### config.mk
export PLATFORM = sky130hd
export DESIGN_NAME = game_screen_fsm
export DESIGN_NICKNAME = d
export VERILOG_FILES = /design/src/rtl/game_pkg.sv /design/src/rtl/blank_timer.sv /design/src/rtl/game_screen_fsm.sv
export SDC_FILE = /design/constraint.sdc
export NUM_CORES = 1
export LEC_CHECK = 0
export ABC_AREA = 0
export CAP_MARGIN = 20
export CORE_UTILIZATION = 52
export DETAILED_ROUTE_END_ITERATION = 8
export PLACE_DENSITY = 0.82
export SETUP_SLACK_MARGIN = 0.05
export SLEW_MARGIN = 30
export SYNTH_ARGS = -nofsm -noshare
export SYNTH_HDL_FRONTEND = slang
export SYNTH_SLANG_ARGS = --single-unit
export TNS_END_PERCENT = 50
### constraint.sdc
create_clock -name clk -period 2.2 [get_ports clk]
set_clock_uncertainty 0.2 [all_clocks]
set_input_delay 0.22 -clock clk [delete_from_list [all_inputs] [get_ports clk]]
set_output_delay 0.22 -clock clk [all_outputs]
set_load 0.05 [all_outputs]
### src/rtl/game_pkg.sv
// Shared screen codes and selection encodings used by the game screen FSM,
// the menu screen and the die screen.
package game_pkg;

    typedef enum logic [2:0] {
        ScrMenu  = 3'd0,
        ScrPlay1 = 3'd1,
        ScrBlank = 3'd2,
        ScrDie1  = 3'd3,
        ScrClear = 3'd4
    } screen_e;

    localparam logic [4:0] KeySelect = 5'h1d;

    // Selection box codes from the menu and die screens
    localparam logic [1:0] SelGo   = 2'b00;
    localparam logic [1:0] SelMenu = 2'b01;
    localparam logic [1:0] SelNone = 2'b11;

endpackage

### src/rtl/blank_timer.sv
// Cycle counter for the black transition screen; done marks the last cycle
// of a BLANK_CYC-long interval started by start.
module blank_timer #(
    parameter int unsigned BLANK_CYC = 25_000_000
) (
    input  logic clk,
    input  logic rst,
    input  logic start,
    input  logic run,
    output logic done
);

    localparam int unsigned CntW = (BLANK_CYC > 1) ? $clog2(BLANK_CYC) : 1;
    localparam logic [CntW-1:0] CntLast = CntW'(BLANK_CYC - 1);

    logic [CntW-1:0] cnt_q, cnt_d;

    always_comb begin
        cnt_d = cnt_q;
        if (start) begin
            cnt_d = '0;
        end else if (run && !done) begin
            cnt_d = cnt_q + 1'b1;
        end
    end

    always_ff @(posedge clk or posedge rst) begin
        if (rst) begin
            cnt_q <= '0;
        end else begin
            cnt_q <= cnt_d;
        end
    end

    assign done = run && (cnt_q == CntLast);

endmodule

### src/rtl/game_screen_fsm.sv
// Top-level screen sequencer: menu, stage 1 play, black transition, die and
// clear screens, plus the pixel colour mux for the selected screen.
module game_screen_fsm
    import game_pkg::*;
#(
    parameter int unsigned BLANK_CYC  = 25_000_000,
    parameter int unsigned LIVES_INIT = 3
) (
    input  logic       clk,
    input  logic       rst,
    input  logic [4:0] key_pulse,
    input  logic [1:0] menu_sel,
    input  logic [1:0] die_boggle1,
    input  logic       stage1_die,
    input  logic       stage1_clear,
    input  logic [2:0] rgb_menu,
    input  logic [2:0] rgb_stage1,
    input  logic [2:0] rgb_die1,
    input  logic [2:0] rgb_clear,
    output logic [2:0] rgb,
    output logic [2:0] screen,
    output logic [1:0] lives,
    output logic       stage_rst,
    output logic       die_scr_rst
);

    localparam logic [1:0] LivesInit = 2'(LIVES_INIT);

    screen_e    state_q, state_d;
    logic [1:0] lives_q, lives_d;
    logic       die_scr_rst_q, die_scr_rst_d;
    logic       blank_start, blank_done;

    blank_timer #(
        .BLANK_CYC(BLANK_CYC)
    ) u_blank_timer (
        .clk  (clk),
        .rst  (rst),
        .start(blank_start),
        .run  (state_q == ScrBlank),
        .done (blank_done)
    );

    always_ff @(posedge clk or posedge rst) begin
        if (rst) begin
            state_q       <= ScrMenu;
            lives_q       <= LivesInit;
            die_scr_rst_q <= 1'b0;
        end else begin
            state_q       <= state_d;
            lives_q       <= lives_d;
            die_scr_rst_q <= die_scr_rst_d;
        end
    end

    always_comb begin
        state_d = state_q;
        lives_d = lives_q;
        case (state_q)
            ScrMenu: begin
                if (menu_sel == SelGo) begin
                    lives_d = LivesInit;
                    state_d = ScrBlank;
                end
            end
            ScrPlay1: begin
                if (stage1_clear) begin
                    state_d = ScrClear;
                end else if (stage1_die) begin
                    // lives == 0 is illegal here; treat it like the last life
                    if (lives_q > 2'd1) begin
                        lives_d = lives_q - 2'd1;
                        state_d = ScrBlank;
                    end else begin
                        lives_d = 2'd0;
                        state_d = ScrDie1;
                    end
                end
            end
            ScrBlank: begin
                if (blank_done) begin
                    state_d = ScrPlay1;
                end
            end
            ScrDie1: begin
                if (die_boggle1 == SelGo) begin
                    lives_d = LivesInit;
                    state_d = ScrBlank;
                end else if (die_boggle1 == SelMenu) begin
                    state_d = ScrMenu;
                end
            end
            ScrClear: begin
                if (key_pulse == KeySelect) begin
                    state_d = ScrMenu;
                end
            end
            default: state_d = ScrMenu;
        endcase
    end

    assign blank_start   = (state_d == ScrBlank) && (state_q != ScrBlank);
    assign die_scr_rst_d = (state_d == ScrDie1) && (state_q != ScrDie1);

    always_comb begin
        rgb = 3'b000;
        case (state_q)
            ScrMenu:  rgb = rgb_menu;
            ScrPlay1: rgb = rgb_stage1;
            ScrBlank: rgb = 3'b000;
            ScrDie1:  rgb = rgb_die1;
            ScrClear: rgb = rgb_clear;
            default:  rgb = rgb_menu;
        endcase
        screen      = state_q;
        lives       = lives_q;
        stage_rst   = (state_q == ScrBlank);
        die_scr_rst = die_scr_rst_q;
    end

endmodule

==> results of run 1 <==
-- worst min path at each step --
stage	startpoint	endpoint	slack [ns]	cells after the start
floorplan	rst	die_scr_rst	0.12	1
global placement	u_blank_timer.cnt_q[24]	u_blank_timer.cnt_q[24]	0.32	2
detailed placement	u_blank_timer.cnt_q[24]	u_blank_timer.cnt_q[24]	0.33	2
CTS	rst	u_blank_timer.cnt_q[11]	0.14	3
global route	rst	u_blank_timer.cnt_q[9]	0.17	3
finish	rst	u_blank_timer.cnt_q[9]	0.13	3
-- worst max-delay path: cells and delay by family, from the launching register on --
kind	cells	cell delay, ns
flops	1	0.38
buf+inv	2	1.05
-- sequential cells by signal, summed over array words and instances, names as in the netlist --
signal / flops
screen: 3
lives: 2
u_blank_timer.cnt_q: 25
die_scr_rst: 1
-- routing by layer --
metal	vias up	GRT usage	wire, um
li1	820	-	-
met1	816	0.308	2020
met2	50	0.403	2160
met3	4	0.0616	243
met4	0	0.0767	51
met5	-	0	0
-- cells by family (layout without fill, tap and decap cells) --
kind of cell | Yosys count | after routing
buffers and inverters | 17 | 61
AND/OR/NAND/NOR | 98 | 98
adder cells (fa/ha/maj) | 1 | 1
XOR/XNOR | 17 | 17
flip-flops | 31 | 31
AO/OA/AOI/OAI | 35 | 35
multiplexers | 5 | 5
-- stage by stage --
stage                     hold WS (ns)  cell area (um^2)  total power [W]   util
after detailed placement         0.326              2430          0.00219  0.702
after floorplan                  0.122              2000          0.00183      -
after global placement           0.319              2430          0.00215  0.702
after global routing             0.171              2550          0.00279  0.736
after CTS                        0.139              2530          0.00264  0.731
final                            0.130              2550          0.00264  0.736
-- cells in the mapped netlist (3+ instances only) --
| cell type | n | area (um^2) |
|---|---|---|
| dfrtp_1 | 29 | 726 |
| nor2_1 | 29 | 109 |
| nand2_1 | 15 | 56.3 |
| xnor2_1 | 15 | 131 |
| nor3_1 | 10 | 50.1 |
| a21oi_1 | 7 | 35.0 |
| buf_6 | 7 | 78.8 |
| nand3_1 | 7 | 35.0 |
| inv_1 | 5 | 18.8 |
| nor4_1 | 5 | 31.3 |
| o21ai_0 | 5 | 25.0 |
| a22o_1 | 4 | 35.0 |
| a2111oi_0 | 3 | 26.3 |
| and3_1 | 3 | 18.8 |
| and4_1 | 3 | 26.3 |
| clkbuf_1 | 3 | 11.3 |
| mux2i_1 | 3 | 30.0 |
| o31ai_1 | 3 | 22.5 |
-- power groups by stage --
stage	logic (W)	clock network [W]	registers, W
4_1_cts	0.00112	0.000422	0.00109
3_5_place_dp	0.00108	0	0.00111
3_3_place_gp	0.00105	0	0.00109
5_1_grt	0.00122	0.000445	0.00113
2_1_floorplan	0.000712	0	0.00112
6_report	0.00112	0.000414	0.00111
-- final cells by class --
cell class	count	area [um^2]
clock buffer	8	80.1
fill	258	917
inverter	6	22.5
multi-input combinational	156	1110
sequential	31	782
tap	46	57.6
timing repair buffer	47	494
-- cells in the final DEF (no fill, tap or decap), types with 2 or more instances in the layout --
master           instances
nor2_1                  29
clkdlybuf4s50_1         28
dfrtp_1                 26
nand2_1                 15
xnor2_1                 15
buf_4                   12
nor3_1                  10
nand3_1                  7
a21oi_1                  6
o21ai_0                  5
inv_1                    5
nor4_1                   5
clkbuf_8                 5
buf_12                   5
a22o_1                   4
and4_1                   3
and3_1                   3
mux2i_1                  3
a2111oi_0                3
clkbuf_1                 3
dfrtp_2                  3
nand2b_1                 2
nand3b_1                 2
nand4_4                  2
nor3b_1                  2
nor4_4                   2
a31oi_1                  2
mux2_2                   2
nor4bb_1                 2
nand4_1                  2
xor2_1                   2
a22oi_2                  2
o31ai_4                  2
a41oi_1                  2
dfstp_2                  2
-- timing repair --
item	CTS	global route
hold buffers	0	0
resized for setup	1	5
buffers inserted	2	0
setup endpoints to repair	3	12
==> reports/qor.yml, run 1 <==
cp-endpoint: "screen[0]"
cts_tree: "built"
nets: 273
drc: 0
vdd_drop_max_v: 0.000707
crit_start: "screen[0]"
drt_wl_total_um: 4470
cts_num_sinks: 31
synth_ff_type: "dfrtp_1"
fmax_ghz: 0.471
grt_first_pass_wirelength_um: 7420
drive_gt1_frac: 0.198
reg2reg_depth: 5
clkPwrFrac: 0.157
status: "finished, final reports clean"
io_pins: 35
seqPwrFrac: 0.419
wl_per_cell_um: 15.2
setup_viol: 0
core_um2: 3470
fin_ws_ns: 0.0775
synth_edf_count: 0
cp-start-kind: "flop"
swShare: 0.405
final_antenna_net_count: 0
htreeDepth: 2
vias_per_cell: 5.75
diodes: 0
final.setup.tns_ns: 0
antenna_found_initial: 0
powerDensity_nw_per_um2: 1030
ys_seq_area_frac: 0.398
rsz0062_at_grt: "true"
hold_viol: 0
dpl.hpwl_um: 3090
drtIter0Drc: 67
internal-power_w: 0.00157
dpl_worst_slack_ns: 0.0166
worst_pin_slew_ns: 0.514
gp_congestion: 0.791
syn_avg_cell_area_um2: 9.58
synth_seq_cells: 31
synth_top_family_by_area: "simple AND/OR/NAND/NOR gates"
synth_xor_area_frac: 0.0762
syn-num-nets: 230
root_buffer: "clkbuf_8"
end_kind: "output port"
grt_overflow: 0
clk_pin_slew_worst_paths_ns: 0.06
synth_simple_gate_area_frac: 0.307
synth_cell_type_count: 51
dieArea_um2: 4010
start_util: 0.563
num_vias: 1690
grt_pass1_vias: 1573
clockBufferDepth: 2
crit_slowest_cell: "clkdlybuf4s50_1"
rows: 21
synthMuxAreaShare: 0.0269
portBuffers: 34
relSlewSlack: 0.656
p_switching_w: 0.00107
stdcell_count: 294
synthCells: 204
period_minus_slack_ns: 2.12
synthArstFlopShare: 1.00
final.period_utilization: 0.965
grtUsageTotal: 0.243
critPathMaxStageDelay_ns: 0.83
syn_area_um2: 1950
syn2layout_area_growth_pct: 30.5
detail_route.first_pass.iterations: 4
power.share.combinational: 0.424
maxCapViolations: 0
crit_chain: "buf_4, clkdlybuf4s50_1"
slew_violations: 0
place_inst: 284
worstPathArrival_ns: 1.70
synthAdderAreaFrac: 0.00640
synth_compound_area_frac: 0.125
insertion_delay_ns: 0.28
grt_max_degree: 32
cp.required_ns: 1.78
cp_max_fo: 12
r2r-start: "u_blank_timer.cnt_q[4]"
min_path_type: "in2async"
yosysWarnings: 0
p_leak_nw: 1.01
die_h_um: 63.3
critPathKind: "reg2out"
r2r_slack_ns: 0.14
worstReg2RegEnd: "u_blank_timer.cnt_q[21]"
cts_made_buffers: 5
die_width_um: 63.3
No activity file was read; power rests on OpenSTA's default activity.
==> inputs of run 2 (changes only) <==
--- a/config.mk
+++ b/config.mk
@@ -10,6 +10,7 @@
 export CORE_UTILIZATION = 52
 export DETAILED_ROUTE_END_ITERATION = 8
 export PLACE_DENSITY = 0.82
+export RECOVER_POWER = 25
 export SETUP_SLACK_MARGIN = 0.05
 export SLEW_MARGIN = 30
 export SYNTH_ARGS = -nofsm -noshare
==> run 2 against run 1 <==
Compared with the run above: clock power about the same; global-route usage unchanged; register-to-register slack about the same; sequential power about the same; die area unchanged; combinational power about the same; power down 0.10%; worst setup slack about the same; clock-buffer cell count unchanged; critical path type unchanged; largest power group unchanged; highest routed layer unchanged.
==> reports/qor.yml, run 2 (synthesis results as in run 1) <==
status: "finished, final reports clean"  # unchanged
cts_tree: "built"  # unchanged
power.share.combinational: 0.424  # about the same
dpl_worst_slack_ns: 0.0166  # unchanged
final_common_cell: "nor2_1"  # unchanged
insertion_delay_ns: 0.28  # about the same
worstPathArrival_ns: 1.70  # about the same
vias_per_cell: 5.73  # was 5.75
dpl.hpwl_um: 3090  # unchanged
root_buffer: "clkbuf_8"  # unchanged
grtUsageTotal: 0.243  # unchanged
critPathKind: "reg2out"  # unchanged
htreeDepth: 2  # unchanged
die_width_um: 63.3  # unchanged
dieArea_um2: 4010  # unchanged
relSlewSlack: 0.503  # was 0.656
period_minus_slack_ns: 2.12  # about the same
io_pins: 35  # unchanged
wl_per_cell_um: 15.2  # about the same
die_h_um: 63.3  # unchanged
min_path_type: "reg2reg"  # was in2async
antenna_found_initial: 0  # unchanged
grt_max_degree: 32  # unchanged
core_um2: 3470  # unchanged
detail_route.first_pass.iterations: 4  # unchanged
final_cell_mix: "29 x nor2_1, 27 x clkdlybuf4s50_1, 26 x dfrtp_1"  # was 29 x nor2_1, 28 x clkdlybuf4s50_1, 26 x dfrtp_1
gp_congestion: 0.791  # unchanged
worstReg2RegEnd: "u_blank_timer.cnt_q[1]"  # was u_blank_timer.cnt_q[21]
fin_ws_ns: 0.0778  # was 0.0775 ns
p_leak_nw: 1.01  # about the same
cts-hold-fix-buffers: 0  # unchanged
drc: 0  # unchanged
final_antenna_net_count: 0  # unchanged
cts_made_buffers: 5  # unchanged
rsz0062_at_grt: "true"  # unchanged
slew_violations: 0  # unchanged
rows: 21  # unchanged
final.setup.tns_ns: 0  # unchanged
clk_pin_slew_worst_paths_ns: 0.06  # about the same
cts_num_sinks: 31  # unchanged
clockBufferDepth: 2  # unchanged
internal-power_w: 0.00157  # about the same
p_switching_w: 0.00107  # about the same
hold_viol: 0  # unchanged
worstHoldPathCells: 2
swShare: 0.405  # about the same
nets: 273  # unchanged
syn2layout_area_growth_pct: 30.4  # was 30.5%
final.period_utilization: 0.965  # about the same
cp.required_ns: 1.78  # about the same
grt_overflow: 0  # unchanged
end_kind: "output port"  # unchanged
min_from: "u_blank_timer.cnt_q[14]"
place_inst: 284  # unchanged
powerDensity_nw_per_um2: 1030  # about the same
worst_pin_slew_ns: 0.745  # was 0.514 ns
setup_viol: 0  # unchanged
diodes: 0  # unchanged
largest_register_ff_count: 25  # unchanged
r2r_slack_ns: 0.14  # about the same
fmax_ghz: 0.471  # about the same
vdd_drop_max_v: 0.000706  # was 0.000707 V
drt_wl_total_um: 4460  # was 4470 um
clkPwrFrac: 0.157  # about the same
portBuffers: 34  # unchanged
grt_first_pass_wirelength_um: 7420  # unchanged
stdcell_count: 294  # unchanged
reg2reg_depth: 6  # was 5
maxCapViolations: 0  # unchanged
r2r-start: "u_blank_timer.cnt_q[0]"  # was u_blank_timer.cnt_q[4]
cp_max_fo: 12  # unchanged
start_util: 0.563  # unchanged
final_core_util: 0.735  # was 0.736
drtIter0Drc: 67  # unchanged
grt_pass1_vias: 1573  # unchanged
cp-start-kind: "flop"  # unchanged
hold_path_end: "u_blank_timer.cnt_q[14]"
drive_gt1_frac: 0.198  # unchanged
seqPwrFrac: 0.419  # about the same
top_register: "u_blank_timer.cnt_q"  # unchanged
num_vias: 1686  # was 1690
-- run 2: cell types whose count changed in the layout (fill, tap and decap cells not counted), sizes merged --
cell | previous run | this run
buf | 18 | 17
clkbuf | 8 | 9
clkdlybuf4s50 | 28 | 27
dlygate4sd3 | 0 | 1
-- run 2: worst max-delay path by stage --
| stage | from | endpoint | slack, ns |
|---|---|---|---|
| 4_1_cts | screen[2] | screen[2] | 0.05 |
| 3_5_place_dp | menu_sel[1] | u_blank_timer.cnt_q[6] | 0.02 |
| 5_1_grt | u_blank_timer.cnt_q[1] | u_blank_timer.cnt_q[10] | 0.01 |
| 3_3_place_gp | menu_sel[1] | u_blank_timer.cnt_q[6] | 0.07 |
| 6_report | screen[0] | screen[0] | 0.08 |
| 2_1_floorplan | screen[2] | rgb[0] | 0.07 |
-- run 2: metrics by stage --
| step | hold slack [ns] | total power, W | area (um^2) |
|---|---|---|---|
| 6_report | 0.348 | 0.00264 | 2550 |
| 5_1_grt | 0.376 | 0.00279 | 2550 |
| 4_1_cts | 0.139 | 0.00264 | 2530 |
| 3_5_place_dp | 0.326 | 0.00219 | 2430 |
| 3_3_place_gp | 0.319 | 0.00215 | 2430 |
| 2_1_floorplan | 0.122 | 0.00183 | 2000 |
-- run 2: per-layer routing --
metal  part of all wire  vias up  wire, um  track usage
li1                   -      820         -            -
met1               0.45      811      2020        0.308
met2               0.48       51      2150        0.403
met3              0.054        4       243       0.0616
met4              0.011        0        51       0.0767
met5                  0        -         0            0
-- run 2: layout make-up --
cell class / count / area [um^2]
multi-input combinational: 156 / 1110
inverter: 6 / 22.5
clock buffer: 8 / 80.1
sequential: 31 / 782
tap: 46 / 57.6
timing repair buffer: 47 / 492
fill: 259 / 920
-- run 2: timing repair --
item | 4_1_cts | 5_1_grt
resized for setup | 1 | 5
hold endpoints to repair | 0 | 0
setup endpoints to repair | 3 | 12
buffers inserted | 2 | 0
-- run 2: power by group through the flow --
stage          clock, W  sequential (W)  combinational, W
2_1_floorplan         0         0.00112          0.000712
3_3_place_gp          0         0.00109           0.00105
3_5_place_dp          0         0.00111           0.00108
4_1_cts        0.000422         0.00109           0.00112
5_1_grt        0.000445         0.00113           0.00122
6_report       0.000414         0.00111           0.00112
-- run 2: worst max-delay path, cell delays in order (launching register included) --
cell             delay, ns
dfrtp_2               0.38
buf_4                 0.22
clkdlybuf4s50_1       0.83
==> inputs of run 3 (changes only) <==
--- a/config.mk
+++ b/config.mk
@@ -7,7 +7,9 @@
 export LEC_CHECK = 0
 export ABC_AREA = 0
 export CAP_MARGIN = 20
-export CORE_UTILIZATION = 52
+export CELL_PAD_IN_SITES_DETAIL_PLACEMENT = 0
+export CELL_PAD_IN_SITES_GLOBAL_PLACEMENT = 2
+export CORE_UTILIZATION = 32
 export DETAILED_ROUTE_END_ITERATION = 8
 export PLACE_DENSITY = 0.82
 export RECOVER_POWER = 25
==> run 3 against run 2 <==
Compared with the run above: sequential power decreased by 6%; global-route usage shrank 8.6 points; largest power group unchanged; non-clock buffer count increased by 11; clock-buffer cell count fell by 2; the flow now finishes with violations (design-rule violations); via count grew 1.1%; maximum frequency rose by 1.0%; largest cell class unchanged; power grew 13%; die area is 60% higher; clock power increased by 63%.
==> reports/qor.yml, run 3 (synthesis results as in run 1) <==
status: "complete, but fails checks"  # was finished, final reports clean
violations: "design-rule violations"
p_leak_nw: 1.11  # was 1.01 nW
worst_pin_slew_ns: 0.769  # was 0.745 ns
period_minus_slack_ns: 2.10  # was 2.12 ns
dpl.hpwl_um: 3410  # was 3090 um
detail_route.first_pass.iterations: 6  # was 4
final_common_cell: "nor2_1"  # unchanged
powerDensity_nw_per_um2: 1100  # was 1030 nW/um^2
power_w: 0.00297  # was 0.00264 W
root_buffer: "clkbuf_8"  # unchanged
die_h_um: 80.2  # was 63.3 um
seqPwrFrac: 0.350  # was 0.419
crit_slowest_cell: "clkdlybuf4s50_1"  # unchanged
wl_per_cell_um: 13.7  # was 15.2 um
setup_viol: 0  # unchanged
grt_max_degree: 32  # unchanged
io_pins: 35  # unchanged
diodes: 0  # unchanged
final_core_util: 0.456  # was 0.735
relSlewSlack: 0.487  # was 0.503
cts_made_buffers: 5  # unchanged
cts-hold-fix-buffers: 0  # unchanged
drtIter0Drc: 106  # was 67
antenna_found_initial: 0  # unchanged
clkPwrFrac: 0.227  # was 0.157
clockBufferDepth: 2  # unchanged
swShare: 0.371  # was 0.405
nets: 284  # was 273
top_register: "u_blank_timer.cnt_q"  # unchanged
clk_pin_slew_worst_paths_ns: 0.07  # was 0.06 ns
min_path_type: "reg2reg"  # unchanged
critPathKind: "reg2out"  # unchanged
cts_num_sinks: 31  # unchanged
post_cts_buffers: 0  # was 2
dieArea_um2: 6420  # was 4010 um^2
grt_pass1_vias: 1648  # was 1573
insertion_delay_ns: 0.29  # was 0.28 ns
drive_gt1_frac: 0.232  # was 0.198
final_antenna_net_count: 0  # unchanged
crit_family: "buffers and inverters"  # unchanged
vdd_drop_max_v: 0.000562  # was 0.000706 V
grt_overflow: 0  # unchanged
drt_wl_total_um: 4590  # was 4460 um
final.period_utilization: 0.955  # was 0.965
start_util: 0.330  # was 0.563
stdcell_count: 334  # was 294
portBuffers: 34  # unchanged
critPathMaxStageDelay_ns: 0.83  # about the same
p_switching_w: 0.00110  # was 0.00107 W
gp_congestion: 0.753  # was 0.791
internal-power_w: 0.00187  # was 0.00157 W
grtUsageTotal: 0.157  # was 0.243
cp-start-kind: "flop"  # unchanged
final_cell_mix: "29 x nor2_1, 26 x dfrtp_1, 26 x clkdlybuf4s50_1"  # was 29 x nor2_1, 27 x clkdlybuf4s50_1, 26 x dfrtp_1
drc: 2  # was 0
fmax_ghz: 0.476  # was 0.471 GHz
maxCapViolations: 0  # unchanged
power.share.combinational: 0.423  # was 0.424
syn2layout_area_growth_pct: 38.2  # was 30.4%
cts_tree: "built"  # unchanged
end_kind: "output port"  # unchanged
cp.required_ns: 1.78  # about the same
htreeDepth: 2  # unchanged
num_vias: 1705  # was 1686
largest_register_ff_count: 25  # unchanged
slew_violations: 0  # unchanged
core_um2: 5920  # was 3470 um^2
hold_slack_ns: 0.318  # was 0.348 ns
worstPathArrival_ns: 1.68  # was 1.70 ns
vias_per_cell: 5.10  # was 5.73
crit_chain: "clkdlybuf4s50_1"  # was buf_4, clkdlybuf4s50_1
crit_buf_inv: 1  # was 2
cp_max_fo: 4  # was 12
grt_first_pass_wirelength_um: 7720  # was 7420 um
rows: 28  # was 21
rsz0062_at_grt: "true"  # unchanged
place_inst: 326  # was 284
die_width_um: 80.2  # was 63.3 um
final.setup.tns_ns: 0  # unchanged
hold_viol: 0  # unchanged
[run 3: cell types whose count changed in the layout (fill, tap and decap cells not counted), sizes merged]
cell / previous run / this run
buf: 17 / 28
bufinv: 0 / 2
clkbuf: 9 / 7
clkdlybuf4s50: 27 / 26
dlymetal6s2s: 1 / 2
[run 3: layer usage]
metal | track usage | routed length (um) | up-vias
met5 | 0 | 0 | -
met4 | 0.0482 | 61 | 0
met3 | 0.0420 | 216 | 7
met2 | 0.239 | 2100 | 38
met1 | 0.215 | 2210 | 808
li1 | - | - | 852
[run 3: timing repair]
item	in CTS	in global routing
cloned	0	0
gates resized for setup	1	3
endpoints found under the setup margin	3	6
[run 3: path summary, 6_finish.rpt]
kind | startpoint | to | slack [ns] | depth (start not counted)
min reg2reg | screen[2] | lives[1] | 0.32 | 1
max | lives[0] | lives[0] | 0.1 | 1
max reg2reg | u_blank_timer.cnt_q[6] | u_blank_timer.cnt_q[1] | 0.1 | 5
min | screen[2] | lives[1] | 0.32 | 1
max in group asynchronous | rst | screen[2] | 0.86 | 3
min in group asynchronous | rst | u_blank_timer.cnt_q[18] | 0.39 | 3
[run 3: area by class of cell]
| class | instances | area, um^2 |
|---|---|---|
| Timing Repair Buffer | 58 | 561 |
| Multi-Input combinational cell | 156 | 1110 |
| Fill cell | 594 | 3220 |
| Sequential cell | 31 | 782 |
| Tap cell | 75 | 93.8 |
| Inverter | 6 | 22.5 |
| Clock buffer | 6 | 72.6 |
| Clock inverter | 2 | 60.1 |
[run 3: stage by stage]
step	instance area, um^2	setup slack, ns
final	2700	0.0989
after CTS	2690	0.0370
after detailed placement	2550	0.00120
after floorplan	2000	0.0743
after global routing	2700	0.0131
after global placement	2550	0.0329
[run 3: worst reg2reg max path, delay by kind of cell (launching register included)]
family          cells  cell delay, ns
simple gates        3            0.96
compound gates      1            0.07
flops               1            0.42
mux                 1            0.38
[run 3: power groups by stage]
stage               sequential, W  clock (W)  combinational (W)
floorplan                 0.00112          0           0.000712
global placement          0.00104          0            0.00125
detailed placement        0.00105          0            0.00126
CTS                       0.00104   0.000683            0.00127
global route              0.00108   0.000708            0.00138
finish                    0.00104   0.000674            0.00125
